<file path="src/rtl/gb_cpu_interrupt_ctrl.sv">
// -----------------------------------------------------------------------------
// gb_cpu_interrupt_ctrl
//
// Interrupt-side companion to the CPU instruction scheduler. It owns the IME
// flag and the delayed-EI state. It produces the 5 M-cycle interrupt dispatch
// sequence and the HALT state. While dispatch_o is high, the scheduler's
// control stream is overridden by this block.
//
// Optional feature macro: GB_CPU_HALT_BUG_EN
//   Defined     : HALT executed with IME = 0 and an interrupt already pending
//                 pulses halt_bug_o for one cycle, and the state stays IDLE.
//   Not defined : halt_bug_o is tied to 0, and the same case stays IDLE.
//
// Ports
//   clk              in   1   M-cycle clock
//   reset            in   1   synchronous, active-high
//   instr_boundary   in   1   final M-cycle of the current instruction
//   ei_i             in   1   EI executed
//   di_i             in   1   DI executed
//   reti_i           in   1   RETI executed
//   halt_i           in   1   HALT executed (qualified by instr_boundary)
//   if_i             in   5   IF register
//   ie_i             in   5   IE register (low 5 bits)
//   ime_o            out  1   interrupt master enable
//   halted_o         out  1   CPU halted, scheduler stalls
//   dispatch_o       out  1   dispatch sequence active
//   dispatch_cycle_o out  3   dispatch M-cycle 5..1, 0 when idle
//   vector_o         out 16   jump target, valid in dispatch cycles 2 and 1
//   if_clear_o       out  5   one-hot IF bit to clear (single-cycle pulse)
//   halt_bug_o       out  1   suppress next PC increment (single-cycle pulse)
// -----------------------------------------------------------------------------
module gb_cpu_interrupt_ctrl (
  input  logic        clk,
  input  logic        reset,
  input  logic        instr_boundary,
  input  logic        ei_i,
  input  logic        di_i,
  input  logic        reti_i,
  input  logic        halt_i,
  input  logic [4:0]  if_i,
  input  logic [4:0]  ie_i,
  output logic        ime_o,
  output logic        halted_o,
  output logic        dispatch_o,
  output logic [2:0]  dispatch_cycle_o,
  output logic [15:0] vector_o,
  output logic [4:0]  if_clear_o,
  output logic        halt_bug_o
);

  typedef enum logic [1:0] {
    ST_IDLE     = 2'd0,
    ST_HALTED   = 2'd1,
    ST_DISPATCH = 2'd2
  } state_t;

  state_t      state_reg, state_next;
  logic        ime_reg, ime_next;
  logic        ei_pending_reg, ei_pending_next;
  logic        halted_reg, halted_next;
  logic        dispatch_reg, dispatch_next;
  logic [2:0]  cycle_reg, cycle_next;
  logic [15:0] vector_reg, vector_next;
  logic [4:0]  if_clear_reg, if_clear_next;
`ifdef GB_CPU_HALT_BUG_EN
  logic        halt_bug_reg, halt_bug_next;
`endif

  // ---------------------------------------------------------------------------
  // Pending requests and lowest-bit-wins priority selection
  // ---------------------------------------------------------------------------
  logic [4:0]  pending;
  logic        any_pending;
  logic [4:0]  prio_onehot;
  logic [15:0] vec_term [5];
  logic [15:0] prio_vector;

  assign pending     = ie_i & if_i;
  assign any_pending = |pending;
  // Two's-complement trick isolates the lowest set bit.
  assign prio_onehot = pending & (~pending + 5'd1);

  // Vectors are spaced 8 bytes apart starting at 0x0040.
  genvar gi;
  generate
    for (gi = 0; gi < 5; gi++) begin : g_vec
      assign vec_term[gi] = prio_onehot[gi] ? (16'h0040 + 16'(gi * 8)) : 16'h0000;
    end
  endgenerate

  // Only one term can be nonzero, so OR-ing them selects the vector; with
  // nothing pending the result is 0x0000, which is the cancel vector.
  always_comb begin
    prio_vector = 16'h0000;
    for (int i = 0; i < 5; i++) begin
      prio_vector = prio_vector | vec_term[i];
    end
  end

  // ---------------------------------------------------------------------------
  // Next-state / output logic
  // ---------------------------------------------------------------------------
  always_comb begin
    state_next      = state_reg;
    ime_next        = ime_reg;
    ei_pending_next = ei_pending_reg;
    cycle_next      = cycle_reg;
    vector_next     = vector_reg;
    if_clear_next   = 5'd0;
`ifdef GB_CPU_HALT_BUG_EN
    halt_bug_next   = 1'b0;
`endif

    case (state_reg)
      ST_IDLE: begin
        if (instr_boundary && ime_reg && any_pending) begin
          // Dispatch start outranks every instruction-side IME event.
          state_next      = ST_DISPATCH;
          cycle_next      = 3'd5;
          ime_next        = 1'b0;
          ei_pending_next = 1'b0;
          vector_next     = 16'h0000;
        end else begin
          // Later assignments win: delayed-EI promotion < ei < reti < di.
          // ei_pending is a register, so a promotion can only happen on a
          // boundary strictly after the one that sampled ei_i.
          if (instr_boundary && ei_pending_reg) begin
            ime_next        = 1'b1;
            ei_pending_next = 1'b0;
          end
          if (ei_i) begin
            ei_pending_next = 1'b1;
          end
          if (reti_i) begin
            ime_next = 1'b1;
          end
          if (di_i) begin
            ime_next        = 1'b0;
            ei_pending_next = 1'b0;
          end
          if (instr_boundary && halt_i) begin
            if (!any_pending) begin
              state_next = ST_HALTED;
            end
`ifdef GB_CPU_HALT_BUG_EN
            else if (!ime_reg) begin
              halt_bug_next = 1'b1;
            end
`endif
          end
        end
      end

      ST_HALTED: begin
        // Wake-up ignores IME; IME only decides whether we dispatch.
        if (any_pending) begin
          if (ime_reg) begin
            state_next      = ST_DISPATCH;
            cycle_next      = 3'd5;
            ime_next        = 1'b0;
            ei_pending_next = 1'b0;
            vector_next     = 16'h0000;
          end else begin
            state_next = ST_IDLE;
          end
        end
      end

      ST_DISPATCH: begin
        cycle_next = cycle_reg - 3'd1;
        if (cycle_reg == 3'd3) begin
          // Late re-sample: a request withdrawn during the SP/PC-high pushes
          // cancels the jump to 0x0000 and clears no IF bit.
          vector_next   = prio_vector;
          if_clear_next = prio_onehot;
        end
        if (cycle_reg == 3'd1) begin
          state_next = ST_IDLE;
          cycle_next = 3'd0;
        end
      end

      default: begin
        state_next = ST_IDLE;
        cycle_next = 3'd0;
      end
    endcase

    halted_next   = (state_next == ST_HALTED);
    dispatch_next = (state_next == ST_DISPATCH);
  end

  // ---------------------------------------------------------------------------
  // State registers
  // ---------------------------------------------------------------------------
  always_ff @(posedge clk) begin
    if (reset) begin
      state_reg      <= ST_IDLE;
      ime_reg        <= 1'b0;
      ei_pending_reg <= 1'b0;
      halted_reg     <= 1'b0;
      dispatch_reg   <= 1'b0;
      cycle_reg      <= 3'd0;
      vector_reg     <= 16'h0000;
      if_clear_reg   <= 5'd0;
    end else begin
      state_reg      <= state_next;
      ime_reg        <= ime_next;
      ei_pending_reg <= ei_pending_next;
      halted_reg     <= halted_next;
      dispatch_reg   <= dispatch_next;
      cycle_reg      <= cycle_next;
      vector_reg     <= vector_next;
      if_clear_reg   <= if_clear_next;
    end
  end

`ifdef GB_CPU_HALT_BUG_EN
  always_ff @(posedge clk) begin
    if (reset) begin
      halt_bug_reg <= 1'b0;
    end else begin
      halt_bug_reg <= halt_bug_next;
    end
  end
  assign halt_bug_o = halt_bug_reg;
`else
  assign halt_bug_o = 1'b0;
`endif

  assign ime_o            = ime_reg;
  assign halted_o         = halted_reg;
  assign dispatch_o       = dispatch_reg;
  assign dispatch_cycle_o = cycle_reg;
  assign vector_o         = vector_reg;
  assign if_clear_o       = if_clear_reg;

endmodule
</file>
<file path="config.mk">
export PLATFORM = sky130hd
export DESIGN_NAME = gb_cpu_interrupt_ctrl
export DESIGN_NICKNAME = d
export VERILOG_FILES = /design/src/rtl/gb_cpu_interrupt_ctrl.sv
export SDC_FILE = /design/constraint.sdc
export NUM_CORES = 1
export LEC_CHECK = 0
export ABC_CLOCK_PERIOD_IN_PS = 1800
export CAP_MARGIN = 15
export CORE_MARGIN = 4
export CORE_UTILIZATION = 35
export DETAILED_ROUTE_END_ITERATION = 10
export PLACE_DENSITY_LB_ADDON = 0.12
export SLEW_MARGIN = 10
export SYNTH_ARGS = -nofsm -noshare
export SYNTH_HDL_FRONTEND = slang
export SYNTH_SLANG_ARGS = --single-unit
</file>
<file path="constraint.sdc">
create_clock -name clk -period 1.8 [get_ports clk]
set_clock_uncertainty 0.1 [all_clocks]
set_input_delay 0.54 -clock clk [delete_from_list [all_inputs] [get_ports clk]]
set_output_delay 0.54 -clock clk [all_outputs]
set_load 0.02 [all_outputs]
</file>
Word-level counts from Yosys, hierarchy flattened
Index checks and enable logic that the tools add are counted.
{ "op_classes": {"n_mux": 35, "n_addsub": 2, "eq_ne": 12, "n_bitwise": 9, "n_reduce_logical": 13} }
{ "ops": {"columns": ["op", "count"], "rows": [
  ["2-to-1 mux 16 bit", 4],
  ["case mux 16 bit (3 select lines)", 1],
  ["2-to-1 mux 7 bit", 5],
  ["OR 7 bit", 4],
  ["2-to-1 mux 2 bit", 6],
  ["2-to-1 mux 3 bit", 4],
  ["2-to-1 mux 1 bit", 11],
  ["bitwise AND 5 bit", 2],
  ["inequality test 5 bit (second input constant)", 2],
  ["case mux 3 bit (3 select lines)", 1],
  ["inequality test 2 bit (second input constant)", 4],
  ["case mux 2 bit (3 select lines)", 1],
  ["AND reduction 3 bit", 2],
  ["adder 5 x 1 -> 5 bit (second input constant)", 1],
  ["NOT 5 bit", 1],
  ["AND reduction 5 bit", 1],
  ["OR reduction 5 bit", 1],
  ["== test 2 x 1 -> 1 bit (second input constant)", 2],
  ["== test 2 bit (second input constant)", 2],
  ["logical AND 1 bit", 4],
  ["case mux 1 bit (2 select lines)", 2],
  ["AND reduction 4 bit", 1],
  ["== test 3 x 1 -> 1 bit (second input constant)", 1],
  ["== test 3 x 2 -> 1 bit (second input constant)", 1],
  ["other kinds (6)", 7]
]} }
{ "totals": {"elab_cells": 79, "regBits": 30, "in_bits": 17, "output_inout_bits": 28} }

Logic depth before layout (Yosys ltp)
Gate-level depths: netlist (run 1).
{ "logic_depth": {"depth_word": 11, "mapped_depth": 5} }

Least setup slack after synthesis (run 1)
OpenSTA, ideal clock, no wires.
{ "synth_timing": {"kind": "input-to-reg", "from": "input port ie_i[0]", "to": "register vector_reg[3] (netlist: vector_o[3])", "t_required_ns": 1.574, "path_slack_ns": 0.176, "path_buffers": 0, "t_arrival_ns": 1.398, "stages": 4, "path_cell_list": "a22o_1 -> nor4b_1 -> nor2_1 -> mux2i_1"} }
{ "synth_between": {"elab_chain_len": 11, "elab_cells_between_ends": 17, "classes_between": "1 x add/sub; 2 x eq/ne; 4 x mux; 7 x bitwise; 3 x reduce/logical"} }
{ "synth_rtl": {"columns": ["element", "line", "source"], "rows": [
  ["start, declared", "41", "input logic [4:0] ie_i,"],
  ["bitwise AND 5 bit *", "78", "assign pending = ie_i & if_i;"],
  ["NOT 5 bit", "81", "assign prio_onehot = pending & (~pending + 5'd1);"],
  ["adder 5 x 1 -> 5 bit", "81", null],
  ["bitwise AND 5 bit", "81", null],
  ["2-to-1 mux 7 bit", "87", "assign vec_term[gi] = prio_onehot[gi] ? (16'h0040 + 16'(gi * 8)) : 16'h0000;"],
  ["OR 7 bit (4 in a row)", "96", "prio_vector = prio_vector | vec_term[i];"],
  ["2-to-1 mux 16 bit", "171", "if (cycle_reg == 3'd3) begin"],
  ["case mux 16 bit (3 select lines)", "114", "case (state_reg)"],
  ["end signal, assigned", "213", "vector_reg <= vector_next;"],
  ["end, declared", "63", "logic [15:0] vector_reg, vector_next;"]
]} }
Mark *: on every way between the ends. The rest lies on a longest branch, timed or not. The select of a mux whose other input is x is not followed.
A chain may end at the register's enable or synchronous reset.

Final worst setup path (run 1)
{ "layout_timing": {"from": "input port ie_i[1]", "to": "register vector_reg[4] (netlist: vector_o[4])"} }
{ "layout_between": {"elab_chain_len": 10, "elab_cells_between_ends": 16, "classes_between": "1 x add/sub; 2 x eq/ne; 4 x mux; 6 x bitwise; 3 x reduce/logical"} }
{ "layout_rtl": {"columns": ["element", "line"], "rows": [
  ["bitwise AND 5 bit *", "78"],
  ["NOT 5 bit", "81"],
  ["adder 5 x 1 -> 5 bit", "81"],
  ["bitwise AND 5 bit", "81"],
  ["2-to-1 mux 7 bit", "87"],
  ["OR 7 bit (3 in a row)", "96"],
  ["2-to-1 mux 16 bit", "171"],
  ["case mux 16 bit (3 select lines)", "114"]
]} }
Marks and branches as above.

==> run metrics, run 1 <==
final net count 180; number of flip-flops in the largest register 5; run status finished, final reports clean; final slew viol count 0; DIE WIDTH ~60 um; Final Hold Fails 0; Critical Path RT 1.94 ns; cell chosen for the clock root clkbuf_4; Final min period 1.76 ns; Hold WC Path Type reg -> reg; Max Root-Sink Buffers 2; Crit Path Max Fanout 3; TritonRoute pass-1 iters 4; Die Y ~60 um; ys async rst share 0%; achievable frequency approximately 570 MHz; most numerous cell in the Yosys netlist dfxtp_1; gpl congestion roughly 0.75; RSZ-0062 raised after global routing false; total vias in the final route 944; DR WL/cell roughly 13 um; FF+latch count, synth 18; Register Area approximately 360 um2; ys flop type dfxtp_1; hold path depth 2; LEAKAGE about 0.67 nW; critical path arrival between 1.5 and 2 ns; Tcrit/Tclk final a little over nine tenths; Ant. Diodes 0; post-route ant nets 0; vias in the first global route 903; first-pass GRT wire length between 3000 and 4000 um; largest net degree at the start of global routing 11; Commonest cells post-synth 18 x dfxtp_1, 13 x buf_4, 9 x a21oi_1, 9 x nand2_1; CP Class in -> reg; die area ~3600 um2; antenna violations before repair 0; Vias/cell 4.99; Max Cap Viol 0; cell count after synthesis ~110; number of synthesized flops with an enable pin 0; Reg2Reg Setup Slack 0.15 ns; boundary pin count 45; CP endpoint kind register; Startpoint Class primary input; Synth top area share a little under two fifths; # setup viols final 0; Syn-to-layout area delta 48.2%; Post-Syn Area around 960 um2; drt first-iter violations 18; clock buffer count from CTS 3; layout cells sized above 1 15.1%; CTS tree done; all-layer global routing usage approximately 14%; origin of the critical flop-to-flop path dispatch_cycle_o[0]$_SDFFE_PP0P_; fillers 264; FP Rows 18; CTS Hold Buffers Added 0; Post-CTS Setup Bufs 0; Multi-input gate area about 550 um2; DP Area roughly 1300 um2; final wirelength ~2400 um; htree depth 1; initial core utilization between 30 and 40%; power per cell area around 610 nW/um2; cells on worst reg2reg path 5; Core Area between 2000 and 3000 um2; DP Wirelength 1890 um; Reg2Reg Capture Point vector_o[6]$_SDFFE_PP0P_; Synth Area per Inst ~8.4 um2; Hold Path Sink vector_o[5]$_SDFFE_PP0P_; final instance area roughly 1400 um2; total grt overflow 0; Buffers on Ports 31; Final Core Density a little under three fifths; CTS Sinks 18; Skew-Pair Late Insertion Delay ~0.30 ns; DRC 0; Seq/Total Area, Yosys 37.5%; VDD IR max slightly below 400 uV; largest area contributor in the netlist dfxtp_1; Synth cell types 33; Synth area leaders dfxtp_1 38%, buf_4 10%, a21oi_1 4.7%; CTS clk-pin slew, worst paths approximately 0.1 ns; synth warn 0; min-delay src vector_o[5]$_SDFFE_PP0P_
==> worst max-delay path by stage <==
stage             from                        to  slack, ns
6_report       ie_i[1]  vector_o[4]$_SDFFE_PP0P_       0.04
5_1_grt        ie_i[1]  vector_o[3]$_SDFFE_PP0P_      0.002
4_1_cts        ie_i[0]  vector_o[4]$_SDFFE_PP0P_       0.01
3_5_place_dp   ie_i[0]  vector_o[4]$_SDFFE_PP0P_      -0.45
3_3_place_gp   ie_i[0]  vector_o[3]$_SDFFE_PP0P_      -0.34
2_1_floorplan  ie_i[0]  vector_o[3]$_SDFFE_PP0P_       0.18
==> metrics by stage <==
| stage | setup slack [ns] | hold WS [ns] | power (mW) | setup TNS (ns) | instances |
|---|---|---|---|---|---|
| floorplan | 0.176 | 0.409 | 0.542 | 0 | 126 |
| global placement | -0.337 | 0.353 | 0.612 | -3.08 | 185 |
| global route | 0.00229 | 0.386 | 0.912 | 0 | 189 |
| finish | 0.0418 | 0.360 | 0.864 | 0 | 189 |
| detailed placement | -0.451 | 0.352 | 0.614 | -3.71 | 185 |
| CTS | 0.0107 | 0.364 | 0.869 | 0 | 189 |
==> placed cells by master, fill, tap and decap left out, types with 2 or more instances in the layout <==
| cell type | netlist | layout |
|---|---|---|
| conb_1 | 1 | 13 |
| nor4_1 | 5 | 4 |
| clkbuf_4 | 0 | 3 |
| o211ai_1 | 3 | 3 |
| mux2i_1 | 3 | 3 |
| nand3_1 | 3 | 3 |
| dlymetal6s2s_1 | 0 | 6 |
| nand2_1 | 9 | 9 |
| or3_1 | 2 | 2 |
| nor2b_1 | 2 | 2 |
| dlygate4sd2_1 | 0 | 15 |
| inv_1 | 6 | 6 |
| ha_1 | 3 | 3 |
| nand2b_1 | 3 | 3 |
| nor2_1 | 4 | 3 |
| o21bai_1 | 2 | 2 |
| a22oi_2 | 0 | 2 |
| a22o_1 | 2 | 2 |
| buf_4 | 13 | 14 |
| dfxtp_1 | 18 | 18 |
| o21ai_0 | 6 | 5 |
| nor3_1 | 3 | 3 |
| clkdlybuf4s50_1 | 0 | 10 |
| a21oi_1 | 9 | 9 |
==> what timing repair did <==
action / in CTS / in global routing
setup endpoints to repair: 19 / 9
gates cloned: 0 / 0
resized for setup: 17 / 12
pin swaps: 0 / 4
==> per-layer routing <==
layer	vias up	part of all wire [%]	track usage [%]
li1	473	-	-
met1	430	42	16.9
met2	36	46	23.1
met3	5	9.7	3.40
met4	0	2.1	6.65
met5	-	0	0
==> critical path, cell delays in order <==
cell and delay (ns):
clkdlybuf4s50_1 0.45, a22o_1 0.27, or4_1 0.51, mux2i_1 0.13
==> logic make-up (layout without fill, tap and decap cells) <==
logic type	after synthesis	after routing	share of synthesized area, %
AO/OA/AOI/OAI	30	30	19.9
adder cells (fa/ha/maj)	3	3	3.91
buffers and inverters	22	55	13.8
flip-flops	18	18	37.5
multiplexers	3	3	3.13
other	1	13	0.391
AND/OR/NAND/NOR	37	37	21.3
==> report_power, final <==
part / leakage [nW] / switching (mW) / total [mW] / internal (mW)
combinational: 0.504 / 0.104 / 0.192 / 0.0877
clock: 0.0210 / 0.131 / 0.254 / 0.124
sequential: 0.146 / 0.00892 / 0.418 / 0.409
==> final cells by class <==
type | count | share of cell area, %
clock buffer | 4 | 2.55
multi-input combinational | 86 | 39.0
sequential | 18 | 25.3
tap | 30 | 2.64
inverter | 6 | 1.58
timing repair buffer | 45 | 28.9
No activity file was read; power rests on OpenSTA's default activity.
==> inputs of run 2 (changes only) <==
--- a/config.mk
+++ b/config.mk
@@ -10,6 +10,7 @@
 export CORE_MARGIN = 4
 export CORE_UTILIZATION = 35
 export DETAILED_ROUTE_END_ITERATION = 10
+export GPL_TIMING_DRIVEN = 0
 export PLACE_DENSITY_LB_ADDON = 0.12
 export SLEW_MARGIN = 10
 export SYNTH_ARGS = -nofsm -noshare
==> run 2 against run 1 <==
  * Power decreased by 0.51%
  * Setup slack improved by 0.028 ns
  * Count of clock-buffer cells in the layout unchanged
  * Sequential share of layout area decreased by 0.46 points
  * Die area unchanged
  * Clock power decreased by 4%
  * Register-to-register slack about the same
  * First-iteration DRC count decreased by 61%
  * Via count increased by 1.3%
  * Critical endpoint is now ime_o
  * Largest power group unchanged
==> run metrics, run 2 (synthesized netlist as in run 1, its figures left out) <==
Critical Path RT around 1.2 ns; GRT busiest layer met2; vias in the first global route between 800 and 900; largest net degree at the start of global routing 11; CP endpoint kind output pin; first-pass GRT wire length approximately 3700 um; Syn-to-layout area delta 51.0%; Final Hold Fails 0; Skew-Pair Late Insertion Delay a little under 0.3 ns; DRC 0; post-route setup TNS 0 ns; Final min period 1.73 ns; antenna violations before repair 0; FP Rows 18; Hold WC Path Type reg -> reg; gpl congestion between 0.7 and 0.8; fillers around 260; CTS clk-pin slew, worst paths about 0.1 ns; DIE WIDTH ~60 um; CTS Sinks 18; all-layer global routing usage 13.3%; run status finished, final reports clean; M3 GR Usage a little under 3%; layout cells sized above 1 about a fifth; Max Root-Sink Buffers 2; Crit Path Max Fanout 7; Startpoint Class register; CP cell instances dlygate4sd2_1; Tcrit/Tclk final between 90% and 100%; DP Wirelength between 1500 and 2000 um; Die Y approximately 60 um; cell chosen for the clock root clkbuf_4; Buffers on Ports 31; htree depth 1; Ant. Diodes 0; drt first-iter violations 7; VDD IR max between 400 and 500 uV; DR WL/cell approximately 12 um; Final Power between 0.8 and 0.9 mW; total vias in the final route ~960; grt met1 use 16.8%; # setup viols final 0; Max Cap Viol 0; LEAKAGE around 0.69 nW; most frequent cells in the layout 18 x dfxtp_1, 18 x dlygate4sd2_1, 15 x buf_4, 13 x conb_1; CTS tree done; TritonRoute pass-1 iters 5; final wirelength about 2400 um; CP Class reg -> out; CP peak stage delay approximately 0.45 ns; achievable frequency 578 MHz; clock buffer count from CTS 3; final net count around 180; Core Area 2540 um2; Hold WS between 0.3 and 0.4 ns; final slew viol count 0; met2 Use GR around 23%; total grt overflow 0; Top delay family on crit path flip-flops; RSZ-0062 raised after global routing false; die area 3640 um2; Buffers & Inverters on Critical Path 1; Vias/cell ~5; slowest CP cell dfxtp_1; initial core utilization a little under two fifths; power per cell area around 590 nW/um2; number of flip-flops in the largest register 5; critical path arrival 1.09 ns; post-route ant nets 0; boundary pin count 45
-- run 2: worst reg2reg max path: cells and delay by family, from the launching register on --
| family | cells | cell delay (ns) |
|---|---|---|
| adders and majority gates | 1 | 0.20 |
| AOI/OAI and AO/OA | 2 | 0.29 |
| DFF | 1 | 0.36 |
| and+or+nand+nor | 2 | 0.62 |
-- run 2: layout make-up --
class	instances	area (um2)	area share, %
multi-input cells	86	563	38.9
inverters	6	22.5	1.55
repair buffers	33	318	21.9
flip-flops and latches	18	360	24.9
well taps	30	37.5	2.59
clock buffers	4	36.3	2.50
plain buffers	16	111	7.69
-- run 2: path summary, 6_finish.rpt --
check,slack (ns),cells after the start,start,end
setup reg to reg,0.16,5,dispatch_cycle_o[0]$_SDFFE_PP0P_,vector_o[6]$_SDFFE_PP0P_
hold / removal,0.36,2,vector_o[5]$_SDFFE_PP0P_,vector_o[5]$_SDFFE_PP0P_
setup / recovery,0.07,1,ime_o$_SDFFE_PP0P_,ime_o
hold reg to reg,0.36,2,vector_o[5]$_SDFFE_PP0P_,vector_o[5]$_SDFFE_PP0P_
-- run 2: layer usage --
metal | share of wire (%) | wire length, um | vias up
li1 | - | - | 481
met1 | 43 | 1020 | 440
met2 | 48 | 1140 | 31
met3 | 7.9 | 187 | 4
met4 | 0.97 | 23 | 0
met5 | 0 | 0 | -
-- run 2: timing repair --
action                                  4_1_cts  5_1_grt
cloned                                        0        0
endpoints found under the setup margin       20        7
resized for setup                            22       13
hold buffers                                  0        0
buffers inserted                              1        1
pin swaps                                     2        4
-- run 2: power breakdown --
| part | internal [mW] | leakage [nW] | total, mW | switching [mW] |
|---|---|---|---|---|
| logic | 0.0925 | 0.527 | 0.198 | 0.105 |
| clock network | 0.123 | 0.0210 | 0.243 | 0.120 |
| registers | 0.409 | 0.146 | 0.419 | 0.00991 |
| total | 0.624 | 0.694 | 0.860 | 0.235 |
-- run 2: metrics by stage --
step | instance area, um2 | instances | worst slack [ns] | util (%)
finish | 1450 | 193 | 0.0703 | 56.9
global route | 1450 | 193 | 0.0302 | 56.9
CTS | 1390 | 192 | 0.00274 | 54.7
detailed placement | 1350 | 187 | -0.408 | 53.1
global placement | 1350 | 187 | -0.438 | 53.1
floorplan | 1000 | 126 | 0.176 | -
